`src/rtl/dma_ring_engine_if.sv`:
```
// dma_ring_engine_if: read/write burst channels between the DMA engine
// (master) and the memory fabric (slave).
interface dma_ring_engine_if #(
   parameter int DATA_WIDTH = 32
);
   logic [31:0]           rd_req_addr;
   logic [4:0]            rd_req_len;
   logic                  rd_req_valid;
   logic                  rd_req_ready;
   logic [DATA_WIDTH-1:0] rd_rdata;
   logic                  rd_valid;
   logic                  rd_last;
   logic                  rd_ready;
   logic [31:0]           wr_req_addr;
   logic [4:0]            wr_req_len;
   logic                  wr_req_valid;
   logic                  wr_req_ready;
   logic [DATA_WIDTH-1:0] wr_data;
   logic                  wr_valid;
   logic                  wr_last;
   logic                  wr_ready;

   modport master (
      output rd_req_addr, rd_req_len, rd_req_valid, rd_ready,
      output wr_req_addr, wr_req_len, wr_req_valid,
      output wr_data, wr_valid, wr_last,
      input  rd_req_ready, rd_rdata, rd_valid, rd_last,
      input  wr_req_ready, wr_ready
   );

   modport slave (
      input  rd_req_addr, rd_req_len, rd_req_valid, rd_ready,
      input  wr_req_addr, wr_req_len, wr_req_valid,
      input  wr_data, wr_valid, wr_last,
      output rd_req_ready, rd_rdata, rd_valid, rd_last,
      output wr_req_ready, wr_ready
   );
endinterface

```
`src/rtl/dma_ring_engine.sv`:
```
// dma_ring_engine: ring-buffer memory-to-memory DMA with burst staging.
// Define DMA_PERF_CNT_EN to add busy-cycle and burst performance counters.
module dma_ring_engine #(
   parameter int DATA_WIDTH  = 32,
   parameter int BURST_BEATS = 8,
   parameter int RING_BYTES  = 4096
) (
   input  logic        clk,
   input  logic        rst,
   input  logic [5:0]  reg_wr_en,
   input  logic [31:0] reg_wr_data,
   output logic [31:0] src_base,
   output logic [31:0] dest_base,
   output logic [31:0] tail_ptr,
   output logic [31:0] head_ptr,
   output logic [31:0] dma_size,
   output logic [31:0] ctrl_stat,
   output logic        intr,
   output logic        busy,
`ifdef DMA_PERF_CNT_EN
   output logic [31:0] perf_cycles,
   output logic [31:0] perf_bursts,
`endif
   dma_ring_engine_if.master bus
);
   localparam int BW = (BURST_BEATS > 1) ? $clog2(BURST_BEATS) : 1;
   localparam logic [BW-1:0] LAST = BW'(BURST_BEATS - 1);
   localparam logic [31:0] BURST_BYTES = 32'(BURST_BEATS * DATA_WIDTH / 8);
   localparam logic [31:0] RING_MASK = 32'(RING_BYTES - 1);

   typedef enum logic [2:0] {
      IDLE, RD_REQ, RD_DATA, WR_REQ, WR_DATA, DONE
   } state_t;

   state_t state_q, state_d;
   logic                  drain_q;
   logic [31:0]           offset_q;
   logic [31:0]           offset_next;
   logic [BW-1:0]         beat_q;
   logic [BW-1:0]         beat_inc;
   logic [DATA_WIDTH-1:0] data_buf [BURST_BEATS];
   logic                  start;
   logic                  burst_done;

   assign intr        = ctrl_stat[31];
   assign busy        = (state_q != IDLE);
   assign beat_inc    = (beat_q == LAST) ? '0 : beat_q + 1'b1;
   assign offset_next = offset_q + BURST_BYTES;
   assign start       = ctrl_stat[0] && (head_ptr != tail_ptr) && !intr
                        && (dma_size != 32'd0) && !drain_q;
   assign burst_done  = (state_q == WR_DATA) && bus.wr_ready
                        && (beat_q == LAST);

   assign bus.rd_req_addr = src_base + tail_ptr + offset_q;
   assign bus.wr_req_addr = dest_base + tail_ptr + offset_q;
   assign bus.rd_req_len  = 5'(BURST_BEATS - 1);
   assign bus.wr_req_len  = 5'(BURST_BEATS - 1);
   assign bus.wr_data     = data_buf[beat_q];

   // High for exactly one cycle after reset to flush beats left on the bus
   always_ff @(posedge clk) drain_q <= rst;

   always_ff @(posedge clk) begin
      if (rst) state_q <= IDLE;
      else     state_q <= state_d;
   end

   always_comb begin
      state_d          = state_q;
      bus.rd_req_valid = 1'b0;
      bus.rd_ready     = drain_q;
      bus.wr_req_valid = 1'b0;
      bus.wr_valid     = 1'b0;
      bus.wr_last      = 1'b0;
      unique case (state_q)
         IDLE: if (start) state_d = RD_REQ;
         RD_REQ: begin
            bus.rd_req_valid = 1'b1;
            if (bus.rd_req_ready) state_d = RD_DATA;
         end
         RD_DATA: begin
            bus.rd_ready = 1'b1;
            if (bus.rd_valid && bus.rd_last) state_d = WR_REQ;
         end
         WR_REQ: begin
            bus.wr_req_valid = 1'b1;
            if (bus.wr_req_ready) state_d = WR_DATA;
         end
         WR_DATA: begin
            bus.wr_valid = 1'b1;
            bus.wr_last  = (beat_q == LAST);
            if (burst_done)
               state_d = (offset_next >= dma_size) ? DONE : RD_REQ;
         end
         DONE: state_d = IDLE;
         default: state_d = IDLE;
      endcase
   end

   always_ff @(posedge clk) begin
      if (rst) begin
         offset_q <= '0;
         beat_q   <= '0;
      end else begin
         unique case (state_q)
            IDLE: if (start) offset_q <= '0;
            RD_DATA: begin
               if (bus.rd_valid) beat_q <= bus.rd_last ? '0 : beat_inc;
            end
            WR_DATA: begin
               if (bus.wr_ready) beat_q <= beat_inc;
               if (burst_done) offset_q <= offset_next;
            end
            default: ;
         endcase
      end
   end

   always_ff @(posedge clk) begin
      if (state_q == RD_DATA && bus.rd_valid) data_buf[beat_q] <= bus.rd_rdata;
   end

   always_ff @(posedge clk) begin
      if (rst) begin
         src_base  <= '0;
         dest_base <= '0;
         tail_ptr  <= '0;
         head_ptr  <= '0;
         dma_size  <= '0;
         ctrl_stat <= '0;
      end else begin
         unique case (1'b1)
            reg_wr_en[0]: src_base  <= reg_wr_data;
            reg_wr_en[1]: dest_base <= reg_wr_data;
            reg_wr_en[2]: tail_ptr  <= reg_wr_data;
            reg_wr_en[3]: head_ptr  <= reg_wr_data;
            reg_wr_en[4]: dma_size  <= reg_wr_data;
            reg_wr_en[5]: ctrl_stat <= reg_wr_data;
            default: ;
         endcase
         // Completion overrides a same-cycle CPU write so no interrupt is lost
         if (state_q == DONE) begin
            tail_ptr      <= (tail_ptr + dma_size) & RING_MASK;
            ctrl_stat[31] <= 1'b1;
         end
      end
   end

`ifdef DMA_PERF_CNT_EN
   logic perf_clr;
   assign perf_clr = rst | (reg_wr_en[5] & reg_wr_data[1]);

   always_ff @(posedge clk) begin
      if (perf_clr) begin
         perf_cycles <= '0;
         perf_bursts <= '0;
      end else begin
         if (busy && perf_cycles != '1) perf_cycles <= perf_cycles + 1'b1;
         if (burst_done && perf_bursts != '1) perf_bursts <= perf_bursts + 1'b1;
      end
   end
`endif
endmodule

```
`src/flat_wrapper.sv`:
```
// flat-port wrapper written by rule: the top's interface ports become plain ports
module dma_ring_engine_flat 
#(
   parameter int DATA_WIDTH  = 32,
   parameter int BURST_BEATS = 8,
   parameter int RING_BYTES  = 4096
)
  (clk, rst, reg_wr_en, reg_wr_data, src_base, dest_base, tail_ptr, head_ptr, dma_size, ctrl_stat, intr, busy, bus_rd_req_addr, bus_rd_req_len, bus_rd_req_valid, bus_rd_ready, bus_wr_req_addr, bus_wr_req_len, bus_wr_req_valid, bus_wr_data, bus_wr_valid, bus_wr_last, bus_rd_req_ready, bus_rd_rdata, bus_rd_valid, bus_rd_last, bus_wr_req_ready, bus_wr_ready);
  dma_ring_engine_if #(.DATA_WIDTH(DATA_WIDTH)) bus_i ();
  input  logic clk;
  input  logic rst;
  input  logic [5:0] reg_wr_en;
  input  logic [31:0] reg_wr_data;
  output logic [31:0] src_base;
  output logic [31:0] dest_base;
  output logic [31:0] tail_ptr;
  output logic [31:0] head_ptr;
  output logic [31:0] dma_size;
  output logic [31:0] ctrl_stat;
  output logic intr;
  output logic busy;
  output wire logic [$bits(bus_i.rd_req_addr)-1:0] bus_rd_req_addr;
  output wire logic [$bits(bus_i.rd_req_len)-1:0] bus_rd_req_len;
  output wire logic [$bits(bus_i.rd_req_valid)-1:0] bus_rd_req_valid;
  output wire logic [$bits(bus_i.rd_ready)-1:0] bus_rd_ready;
  output wire logic [$bits(bus_i.wr_req_addr)-1:0] bus_wr_req_addr;
  output wire logic [$bits(bus_i.wr_req_len)-1:0] bus_wr_req_len;
  output wire logic [$bits(bus_i.wr_req_valid)-1:0] bus_wr_req_valid;
  output wire logic [$bits(bus_i.wr_data)-1:0] bus_wr_data;
  output wire logic [$bits(bus_i.wr_valid)-1:0] bus_wr_valid;
  output wire logic [$bits(bus_i.wr_last)-1:0] bus_wr_last;
  input wire logic [$bits(bus_i.rd_req_ready)-1:0] bus_rd_req_ready;
  input wire logic [$bits(bus_i.rd_rdata)-1:0] bus_rd_rdata;
  input wire logic [$bits(bus_i.rd_valid)-1:0] bus_rd_valid;
  input wire logic [$bits(bus_i.rd_last)-1:0] bus_rd_last;
  input wire logic [$bits(bus_i.wr_req_ready)-1:0] bus_wr_req_ready;
  input wire logic [$bits(bus_i.wr_ready)-1:0] bus_wr_ready;
  assign bus_rd_req_addr = bus_i.rd_req_addr;
  assign bus_rd_req_len = bus_i.rd_req_len;
  assign bus_rd_req_valid = bus_i.rd_req_valid;
  assign bus_rd_ready = bus_i.rd_ready;
  assign bus_wr_req_addr = bus_i.wr_req_addr;
  assign bus_wr_req_len = bus_i.wr_req_len;
  assign bus_wr_req_valid = bus_i.wr_req_valid;
  assign bus_wr_data = bus_i.wr_data;
  assign bus_wr_valid = bus_i.wr_valid;
  assign bus_wr_last = bus_i.wr_last;
  assign bus_i.rd_req_ready = bus_rd_req_ready;
  assign bus_i.rd_rdata = bus_rd_rdata;
  assign bus_i.rd_valid = bus_rd_valid;
  assign bus_i.rd_last = bus_rd_last;
  assign bus_i.wr_req_ready = bus_wr_req_ready;
  assign bus_i.wr_ready = bus_wr_ready;
  dma_ring_engine #(.DATA_WIDTH(DATA_WIDTH), .BURST_BEATS(BURST_BEATS), .RING_BYTES(RING_BYTES)) u_core (.clk(clk), .rst(rst), .reg_wr_en(reg_wr_en), .reg_wr_data(reg_wr_data), .src_base(src_base), .dest_base(dest_base), .tail_ptr(tail_ptr), .head_ptr(head_ptr), .dma_size(dma_size), .ctrl_stat(ctrl_stat), .intr(intr), .busy(busy), .bus(bus_i));
endmodule
```
`config.mk`:
```
export PLATFORM = sky130hd
export DESIGN_NAME = dma_ring_engine_flat
export DESIGN_NICKNAME = d
export VERILOG_FILES = /design/src/rtl/dma_ring_engine_if.sv /design/src/rtl/dma_ring_engine.sv /design/src/flat_wrapper.sv
export SDC_FILE = /design/constraint.sdc
export NUM_CORES = 1
export LEC_CHECK = 0
export CORE_ASPECT_RATIO = 0.5
export CORE_MARGIN = 3
export CORE_UTILIZATION = 30
export DETAILED_ROUTE_END_ITERATION = 6
export PLACE_DENSITY = 0.6
export SLEW_MARGIN = 20
export SYNTH_ARGS = -nofsm -noshare
export SYNTH_HDL_FRONTEND = slang
export SYNTH_SLANG_ARGS = --single-unit
```
`constraint.sdc`:
```
create_clock -name clk -period 4.5 [get_ports clk]
set_clock_uncertainty 0.1 [all_clocks]
set_input_delay 1.125 -clock clk [delete_from_list [all_inputs] [get_ports clk]]
set_output_delay 1.125 -clock clk [all_outputs]
set_load 0.01 [all_outputs]
```
==> reports/qor_table.md <==
| Result | This run | Unit |
|---|---|---|
| Average routed wire per standard cell | 21.9 | µm |
| Worst setup path category | flip-flop to output pin | - |
| Total Nets Final | 2903 | - |
| Flip-flop cell with the highest count after synthesis | sky130_fd_sc_hd__edfxtp_1 | - |
| Kind of capture point of the worst setup path | output pin | - |
| Synth top cells by count | sky130_fd_sc_hd__nor2_1, sky130_fd_sc_hd__edfxtp_1, sky130_fd_sc_hd__dfxtp_1 | - |
| Max Transition Viols Final | 0 | - |
| Net switching power of the design | 2.91 | mW |
| Final Instance Area | 34200 | µm² |
| Slew at the pin closest to its max-slew limit | 1.12 | ns |
| Antenna-violating nets left | 0 | - |
| Final Hold Violating Endpoints | 0 | - |
| Sequential fraction of design power | 0.450 | - |
| Routed Wire Length | 83.0 | mm |
| Clock tree from TritonCTS | done | - |
| Number of inserted filler cells in the final layout | 7510 | - |
| Maximum fanout along the worst path | 4 | - |
| Number of remaining DRC errors | 0 | - |
| Worst hold path type | flip-flop to flip-flop | - |
| # rows | 73 | - |
| Via count of the first global-routing pass | 18.7k | - |
| Layout cell share with drive strength beyond 1 | 0.268 | - |
| Most repeated library cell on the critical path | sky130_fd_sc_hd__buf_4 | - |
| Remaining global-route overflow | 0 | - |
| Worst EP required | 3.27 | ns |
| Worst stage delay on the critical path | 0.58 | ns |
| Cell types occupying the most area after synthesis | sky130_fd_sc_hd__edfxtp_1, sky130_fd_sc_hd__dfxtp_1, sky130_fd_sc_hd__mux2i_1 | - |
| Placed standard-cell area | 31100 | µm² |
| Post-route clock period utilization | 1.12 | - |
| Buffer and inverter count on the worst path | 3 | - |
| Setup violation total in the final timing report | 35 | - |
| Post-CTS Hold Buffers | 0 | - |
| # port buffers | 371 | - |
| Number of instances in the synthesized netlist | 2029 | - |
| Placeable core region | 80100 | µm² |
| Power Dens Cells | 318 | nW/µm² |
| Global-route wire length before repair | 122 | mm |
| Clock-pin slew reported for the worst setup and hold paths after clock tree synthesis | 0.06 | ns |
| Failing checks | negative setup slack | - |
| Total global routing track utilization | 0.189 | - |
| I/O pin total | 382 | - |
| Die outline width | 410 | µm |
| Worst supply voltage drop on vdd | 0.000214 | V |
| Detailed-route vias per instance | 4.87 | - |
| HPWL reported at the end of detailed placement | 59.3 | mm |
| RSZ-0062 raised after global routing | true | - |
| Floorplan die height | 208 | µm |
| Flip-flop and latch count after synthesis | 485 | - |
| Yosys Warn Count | 0 | - |
| Kind of cell with the highest combined delay on the critical path | compound AO/OA/AOI/OAI gates | - |
| Internal | 7.96 | mW |
| Number of buffers created by CTS | 49 | - |
| Cells along the critical path | fa_1 -> ha_4 -> buf_4 -> a21o_1 -> a21oi_2 -> nand2b_4 -> a211oi_2 -> o41ai_4 -> buf_4 -> o21bai_1 -> a21oi_1 -> xnor2_1 -> buf_2 | - |
| Clock sink total | 485 | - |
| Part of the Yosys area used for sequential elements | 0.502 | - |
| Number of enable flip-flop cells after synthesis | 256 | - |
| Switching Share | 0.268 | - |
| Clock root buffer | sky130_fd_sc_hd__clkbuf_16 | - |
| Placer Congestion | 0.909 | - |
| Slowest library cell on the worst path | sky130_fd_sc_hd__fa_1 | - |
| Static Leak | 13.7 | nW |
| Maximum number of pins on one net before global-route repair | 119 | - |
| Number of vias after detailed routing | 18.5k | - |
| Top cell type's share of synthesized area | 0.314 | - |
| Tot Pwr | 10.9 | mW |
| Crit path launch type | flip-flop | - |
| Die area | 85200 | µm² |
| Crit path arrival time | 3.80 | ns |
| Source-to-sink clock delay at the later pin of the worst-skew pair | 0.61 | ns |
| Most frequent cell after synthesis | sky130_fd_sc_hd__nor2_1 | - |
| Distinct cell type count of the synthesized netlist | 75 | - |
| Fraction of power consumed by the clock network | 0.370 | - |
| Cell area after synthesis | 24500 | µm² |
| Number of max-cap violations | 0 | - |
| Initial Util | 0.305 | - |
| Async set-reset flop share out of synthesis | 0 | - |
| Worst slack at placement | -0.594 | ns |
| DRT Pass-1 Iters | 5 | - |
| Min Clock Period, post-route | 5.02 | ns |
| Post-route setup slack | -0.522 | ns |
| Result of the run | complete, but fails checks | - |
| Number of H-tree branching levels | 2 | - |
| Number of antenna violations at the first check in global routing | 3 | - |
| Iteration-0 DRC count of the detailed router | 1105 | - |
| Worst slew margin relative to its limit | 0.251 | - |
| Most area-hungry cell type in the Yosys netlist | sky130_fd_sc_hd__edfxtp_1 | - |
| Layout overhead on the synthesized area | 39.9 | % |
| Setup TNS | -11.18 | ns |
| CTS max path bufs | 3 | - |
| Post-synthesis area per instance | 12.1 | µm² |
| Achievable Freq | 199 | MHz |
| Logic gate share of total power | 0.180 | - |
[cell families (layout without fill, tap and decap cells)]
| group | after synthesis | count (layout) | synth area share |
|---|---|---|---|
| buffers and inverters | 160 | 822 | 0.0267 |
| xor gates and xnor gates | 114 | 114 | 0.0408 |
| other | 2 | 13 | 0.000307 |
| DFF | 485 | 485 | 0.502 |
| muxes | 291 | 291 | 0.153 |
| AOI/OAI and AO/OA | 294 | 294 | 0.0790 |
| adders and majority gates | 166 | 166 | 0.102 |
| and+or+nand+nor | 517 | 517 | 0.0965 |
[final cells by class]
cell class | instances | area (µm²) | share of cell area
Clock buffer | 70 | 1400 | 0.0409
Inverter | 64 | 240 | 0.00702
Tap cell | 1087 | 1360 | 0.0397
Multi-Input combinational cell | 1392 | 12800 | 0.373
Clock inverter | 20 | 149 | 0.00435
Antenna cell | 3 | 7.51 | 0.000219
Sequential cell | 485 | 12300 | 0.360
Timing Repair Buffer | 668 | 5960 | 0.174
[tightest hold or removal path: stages, from the launching register on]
cell and delay (ns):
sky130_fd_sc_hd__dfxtp_1 0.33, sky130_fd_sc_hd__mux2i_1 0.06, sky130_fd_sc_hd__nor2_1 0.07
[through the flow]
step	cells	hold WS, ns	utilization
final	3789	0.397	0.427
after detailed placement	3648	0.381	0.388
after global placement	3648	0.373	0.388
after CTS	3763	0.397	0.418
after global routing	3789	0.419	0.427
after floorplan	2037	0.400	-
[routing by layer]
layer,up-vias,global-route usage,part of all wire
met3,137,0.0303,0.047
li1,8668,-,-
met2,395,0.330,0.50
met4,0,0.0643,0.036
met5,-,0,0
met1,9257,0.237,0.42
[sequential cells by signal, summed over array words and instances, names as in the netlist, named ones only]
register	count
u_core.tail_ptr	32
u_core.src_base	32
u_core.dest_base	32
u_core.ctrl_stat	32
u_core.dma_size	32
u_core.data_buf	256
u_core.head_ptr	32
u_core.state_q	3
u_core.beat_q	3
u_core.offset_q	27
u_core.drain_q	1
[final timing paths]
path	cells past startpoint	slack, ns	endpoint	startpoint
worst min register to register	2	0.40	u_core.ctrl_stat[12]	u_core.ctrl_stat[12]
worst max register to register	15	0.65	u_core.state_q[2]	u_core.offset_q[6]
worst max-delay path	13	-0.52	bus_wr_req_addr[25]	u_core.offset_q[16]
worst min-delay path	2	0.40	u_core.ctrl_stat[12]	u_core.ctrl_stat[12]
[power groups by stage]
stage               Sequential (mW)  Clock [mW]  Combinational [mW]
finish                         4.89        4.02                1.95
global placement               4.99           0                1.85
global route                   4.91        4.32                2.09
floorplan                      5.02           0               0.790
detailed placement             4.99           0                1.86
CTS                            4.89        4.15                1.90
[cells in the final DEF (no fill, tap or decap), types with 35 or more instances in the layout]
cell type                         instances
sky130_fd_sc_hd__ha_1                    88
sky130_fd_sc_hd__buf_4                  257
sky130_fd_sc_hd__edfxtp_1               256
sky130_fd_sc_hd__a21oi_1                 65
sky130_fd_sc_hd__a21o_1                  36
sky130_fd_sc_hd__clkbuf_16               52
sky130_fd_sc_hd__buf_2                   35
sky130_fd_sc_hd__mux2i_1                194
sky130_fd_sc_hd__xnor2_1                 71
sky130_fd_sc_hd__nor2_1                 266
sky130_fd_sc_hd__buf_6                   50
sky130_fd_sc_hd__dfxtp_1                194
sky130_fd_sc_hd__clkdlybuf4s50_1        313
sky130_fd_sc_hd__inv_1                   64
sky130_fd_sc_hd__fa_1                    52
sky130_fd_sc_hd__nand2_1                 55
sky130_fd_sc_hd__mux4_2                  64
[what timing repair did]
item                                    4_1_cts  5_1_grt
hold endpoints to repair                      0        0
resized for setup                           373      117
buffers inserted                             31       31
endpoints found under the setup margin       51       47
pin swaps                                    99       76
cloned                                        0        0
No activity file was read; power rests on OpenSTA's default activity.
